[src/rtl/fetch_stage.sv]
// Instruction-fetch stage with IF/ID pipeline register for the five-stage MIPS pipeline.
// Holds the fetch PC and drives the instruction memory, which it reads combinationally.
// It latches the fetched word and its PC into IF/ID. It supports stall and redirect,
// and a redirect squashes the wrong-path word.
//
// Ports:
//   clk             - single clock, all state updates on the rising edge
//   reset           - synchronous active-high reset
//   stall           - hold pc, IF/ID and fetch_count this cycle
//   redirect_en     - load redirect_target into pc and bubble IF/ID (beats stall)
//   redirect_target - new pc, low two bits forced to zero
//   imem_addr       - instruction-memory address (combinationally equal to pc)
//   imem_rdata      - instruction word at imem_addr, valid in the same cycle
//   pc              - current fetch pc
//   id_instr        - instruction presented to decode, zero for a bubble
//   id_pc           - pc of id_instr
//   id_pc_plus4     - id_pc + 4
//   id_valid        - id_instr is a real fetched instruction
//   fetch_count     - valid instructions delivered to IF/ID since reset
module fetch_stage #(
  parameter logic [31:0] RESET_PC = 32'h0000_3000
) (
  input  logic        clk,
  input  logic        reset,
  input  logic        stall,
  input  logic        redirect_en,
  input  logic [31:0] redirect_target,
  output logic [31:0] imem_addr,
  input  logic [31:0] imem_rdata,
  output logic [31:0] pc,
  output logic [31:0] id_instr,
  output logic [31:0] id_pc,
  output logic [31:0] id_pc_plus4,
  output logic        id_valid,
  output logic [31:0] fetch_count
);

  localparam int unsigned XLEN = 32;
  localparam logic [XLEN-1:0] INSTR_BYTES = XLEN'(4);
  localparam logic [XLEN-1:0] ALIGN_MASK  = ~XLEN'(3);
  localparam logic [XLEN-1:0] NOP         = '0;

  // IF/ID pipeline register payload
  typedef struct packed {
    logic [XLEN-1:0] instr;
    logic [XLEN-1:0] pc;
    logic [XLEN-1:0] pc_plus4;
    logic            valid;
  } ifid_t;

  logic [XLEN-1:0] pc_q;
  logic [XLEN-1:0] count_q;
  ifid_t           ifid_q;

  logic [XLEN-1:0] pc_plus4_c;
  logic [XLEN-1:0] target_c;

  // Sequential pc increment (wraps modulo 2^32) and the word-aligned redirect target
  always_comb begin
    pc_plus4_c = pc_q + INSTR_BYTES;
    target_c   = redirect_target & ALIGN_MASK;
  end

  // pc register: reset > redirect > stall > advance
  always_ff @(posedge clk) begin
    if (reset) begin
      pc_q <= RESET_PC;
    end else if (redirect_en) begin
      pc_q <= target_c;
    end else if (!stall) begin
      pc_q <= pc_plus4_c;
    end
  end

  // IF/ID register: on a redirect the word fetched this cycle is squashed.
  // The id pc fields keep their old values, so only instr and valid change.
  always_ff @(posedge clk) begin
    if (reset) begin
      ifid_q <= '0;
    end else if (redirect_en) begin
      ifid_q.instr <= NOP;
      ifid_q.valid <= 1'b0;
    end else if (!stall) begin
      ifid_q.instr    <= imem_rdata;
      ifid_q.pc       <= pc_q;
      ifid_q.pc_plus4 <= pc_plus4_c;
      ifid_q.valid    <= 1'b1;
    end
  end

  // Count of valid instructions loaded into IF/ID
  always_ff @(posedge clk) begin
    if (reset) begin
      count_q <= '0;
    end else if (!redirect_en && !stall) begin
      count_q <= count_q + XLEN'(1);
    end
  end

  assign imem_addr   = pc_q;
  assign pc          = pc_q;
  assign id_instr    = ifid_q.instr;
  assign id_pc       = ifid_q.pc;
  assign id_pc_plus4 = ifid_q.pc_plus4;
  assign id_valid    = ifid_q.valid;
  assign fetch_count = count_q;

endmodule

[config.mk]
export PLATFORM = sky130hd
export DESIGN_NAME = fetch_stage
export DESIGN_NICKNAME = d
export VERILOG_FILES = /design/src/rtl/fetch_stage.sv
export SDC_FILE = /design/constraint.sdc
export NUM_CORES = 1
export LEC_CHECK = 0
export ABC_AREA = 1
export CAP_MARGIN = 20
export CELL_PAD_IN_SITES_DETAIL_PLACEMENT = 0
export CELL_PAD_IN_SITES_GLOBAL_PLACEMENT = 2
export CORE_ASPECT_RATIO = 1.25
export CORE_MARGIN = 2
export CORE_UTILIZATION = 25
export DETAILED_ROUTE_END_ITERATION = 6
export PLACE_DENSITY_LB_ADDON = 0.15
export SLEW_MARGIN = 40
export SYNTH_ARGS = -nofsm -noshare
export SYNTH_HDL_FRONTEND = slang
export SYNTH_SLANG_ARGS = --single-unit
[constraint.sdc]
create_clock -name clk -period 3.6 [get_ports clk]
set_input_delay 0.54 -clock clk [delete_from_list [all_inputs] [get_ports clk]]
set_output_delay 0.54 -clock clk [all_outputs]
set_load 0.02 [all_outputs]
* After elaboration in Yosys (flattened, before gate mapping) *
Index checks and enable logic that the tools add are counted.

word-level totals
  output and inout bits = 193
  register bits after elaboration = 161
  word-level logic and storage cells = 19
  bits of input ports = 68

cells by class
  bitwise operators = 2
  multiplexer cells = 2
  equality and inequality tests = 1
  $add $sub $neg = 2
  reduce and logical (&&, ||, !) cells = 5

operators by type and width
  operator                 number
  $mux W32                 2
  $add A32 B1 Y32 const B  1
  $add A32 B3 Y32 const B  1
  $logic_not A1 Y1         2
  $ne A2 B1 Y1 const B     1
  $not A1 Y1               2
  $reduce_and A2 Y1        1
  $reduce_or A2 Y1         1
  $logic_and A1 B1 Y1      1

* Depth between registers and ports, before layout *
  depth in word-level cells = 3
  gate-level depth with buffers = 11
  gate-level depth less buffers = 10

* Worst setup path after synthesis *
No wires, ideal clock.

  path type = in2reg
  start = input redirect_en
  end = register count_q[27], in the netlist fetch_count[27]
  path slack = 1.978 ns
  path buffers = 1
  stages = 9
  data required time = 3.485 ns
  data arrival time = 1.507 ns
  setup time = 0.115 ns
  cell sequence = buf_2 nor2_8 nand3_4 nor2_8 nand3_4 nor2_2 nand3_1 nand2_1 nor2_1

between the ends
  longest elaborated chain between the ends = 2

ends and longest elaborated chain
  element               RTL line  source
  from (decl)           26        input logic redirect_en,
  $logic_not A1 Y1      95        end else if (!redirect_en && !stall) begin
  $logic_and A1 B1 Y1   95
  to (signal assigned)  96        count_q <= count_q + XLEN'(1);
  to (decl)             52        logic [XLEN-1:0] count_q;

No other way between the ends.
A chain may end at the register's enable or synchronous reset.

* Worst setup path after layout *
  start = register pc_q[18], in the netlist imem_addr[18]
  end = output pc[18]

RTL lines
  element                 RTL line  source
  from (decl)             51        logic [XLEN-1:0] pc_q;
  from (signal assigned)  69        pc_q <= target_c;
  from (signal assigned)  71        pc_q <= pc_plus4_c;
  to (decl)               30        output logic [31:0] pc,

No word-level cell between the ends.

==> metrics.txt <==
status complete, no violations; EDFF count, synth 0; antenna diode count 0; Fillers slightly above 3k; core area between 20000 and 30000 um^2; Tightest Pin Transition between 700 and 800 ps; vias per cell 4.42; Logic pwr share between 10 and 15%; Die Y-Extent around 190 um; Leak between 3 and 4 nW; Psw 1.17 mW; Fmax around 440 MHz; post-synthesis sequential area ratio between 40% and 50%; Final WS setup between 1000 and 1500 ps; Port Buffers 250; Routed WL roughly 27000 um; CP Launch Type flop; post-route cell area approximately 10000 um^2; post_cts resized 0; mapped cell area between 7000 and 8000 um^2; routability congestion estimate from global placement ~0.8; worst setup path startpoint imem_addr[18]; number of remaining DRC errors 0; Post-Synthesis Cells between 1k and 1.5k; clk_lat worst skew roughly 440 ps; vias in the first global route 7377; Pwr Density a little over 400 nW/um^2; via count 7208; hold_buf cts 0; DP HPWL approximately 20000 um; Final period util a little over three fifths; root buf cell clkbuf_16; Switching Share approximately 27%; fin crit period 2270 ps; placed insts 1597; Initial Util 25.5%; Ys Warns 0; most common flop cell mapped by yosys dfxtp_1; # Max-Cap Violations 0; # setup viols final 0; Final Hold Fails 0; flops & latches, synth about 160; chip width 157 um; largest stage delay on the critical path 700 ps; post-route insts no fill between 1.5k and 2k; worst hold start id_instr[30]; Design Power about 4.3 mW; clock sinks 155; synthesis-to-layout area growth 44.1%; reg-to-reg critical path startpoint imem_addr[3]; maximum number of pins on one net before global-route repair 76; register area ~3100 um^2; Row Count between 60 and 70; Peak VDD IR between 200 and 300 uV; Worst Skew 15.0 ps; share of cells above drive strength 1 under 10%; crit path max fanout 7; Setup CP Type reg2out; worst relative slew slack roughly half; initial antenna violation count 0; clk slew on worst S/H paths 70 ps; Critical Path AT between 1500 and 2000 ps; first-pass GRT wire length approximately 42000 um; Fin Setup TNS 0 ps; DP Worst Slack 1060 ps; GR Overflow Total 0; Nets around 1.3k; Avg Inst Size Synth slightly below 7 um^2; CP Buf/Inv Count 1; area of the multi-input gates roughly 3400 um^2; crit-path cells clkdlybuf4s50_1; Power Internal 3.16 mW; CTS tree done; class of the worst hold path reg2reg; Ports 261; post-route ant nets 0; full die area 30500 um^2; gr usage total a little under a fifth; Clock Power Share between 40% and 50%; Starting DRT DRC Count about 270; Critical Path Sink Type output pin; # H-tree levels 4; Slowest cell on crit path clkdlybuf4s50_1; Setup Fix Bufs, Post-CTS 0; Critical Path RT approximately 3100 ps; DR WL/cell 16.7 um; Top delay family on crit path buffers and inverters; RSZ-0062 raised after global routing no; DRT Pass-1 Iters 4; Clock Tree Buf Depth 2; Placed Area a little under 10000 um^2; total CTS buffers 17; library cells used by synthesis 39; asr flop ratio synth 0%; Final Max Slew Viols 0; sequential share of power 42.7%
[path summary, 6_finish.rpt]
kind | end | slack, ps | cells after the start
worst max-delay path | pc[18] | 1330 | 1
worst min-delay path | id_instr[30] | 460 | 2
worst max register to register | imem_addr[24] | 1650 | 10
worst min register to register | id_instr[30] | 460 | 2
[stage by stage]
stage	util (%)	hold WS, ps
after floorplan	-	540
after global placement	34.6	451
after detailed placement	34.6	458
after CTS	36.8	467
after global routing	36.8	483
final	36.8	465
[layout make-up]
cell class                 count  area share (%)
clock inverter                11            1.52
multi-input combinational    742            32.5
timing repair buffer         259            24.7
clock buffer                  21            4.30
sequential                   155            29.6
inverter                      86            3.10
tap                          355            4.24
[routing by layer]
metal  vias up  share of wire [%]  wire [um]  track usage [%]
met5         -                  0          0                0
met1      3296                 41      11200             20.3
met2       162                 52      14200             33.3
li1       3737                  -          -                -
met4         0               0.83        226             4.25
met3        13                6.0       1630             5.80
[cell usage in the layout, fill, tap and decap left out, types with 3 or more instances in the layout]
master / n
a21oi_1: 125
a31oi_1: 8
buf_4: 6
bufinv_16: 3
clkbuf_1: 3
clkbuf_16: 17
clkdlybuf4s50_1: 248
clkinv_4: 4
conb_1: 8
dfxtp_1: 155
inv_1: 84
inv_6: 3
nand2_1: 314
nand2_2: 5
nand3_1: 34
nand3_4: 3
nand4_1: 5
nor2_1: 121
nor2_2: 11
nor2_4: 6
nor3_1: 8
o21ai_0: 65
xor2_1: 7
[cell usage after synthesis, types with 2 or more instances]
master,count,area (um^2)
a22o_1,2,17.5
xor2_1,7,61.3
nand3_4,3,52.6
nor3_1,8,40.0
nor2_2,11,68.8
nand2_1,314,1180
a31oi_1,8,50.1
nor2_1,121,454
buf_4,38,285
inv_1,84,315
nand4_1,5,31.3
nor2_8,2,40.0
o21a_1,2,15.0
nand2_2,5,31.3
a21oi_1,125,626
buf_2,8,40.0
ha_1,2,25.0
clkbuf_1,27,101
buf_1,6,22.5
xnor2_1,2,17.5
nor2_4,6,67.6
nand3_1,34,170
nor3b_2,2,25.0
o21ai_0,65,325
dfxtp_1,155,3100
[cells by family (layout without fill, tap and decap cells)]
group	after synthesis	in the layout	synth area share (%)
AO/OA/AOI/OAI	206	206	14.7
buffers and inverters	166	377	10.8
adder cells (fa/ha/maj)	2	2	0.344
other	1	8	0.0516
flip-flops	155	155	42.7
XOR/XNOR	9	9	1.08
AND/OR/NAND/NOR	517	517	30.4
[power by group through the flow]
stage / registers [mW] / clock network (mW) / logic, mW
after global routing: 1.86 / 2.02 / 0.634
after detailed placement: 1.89 / 0 / 0.587
after floorplan: 1.95 / 0 / 0.240
after global placement: 1.89 / 0 / 0.589
after CTS: 1.85 / 1.96 / 0.590
final: 1.85 / 1.90 / 0.579
[state kept, by name, indices dropped and copies added (netlist names)]
register / count
id_instr: 32
id_pc: 30
id_pc_plus4: 30
imem_addr: 30
fetch_count: 32
id_valid: 1
No activity file was read; power rests on OpenSTA's default activity.
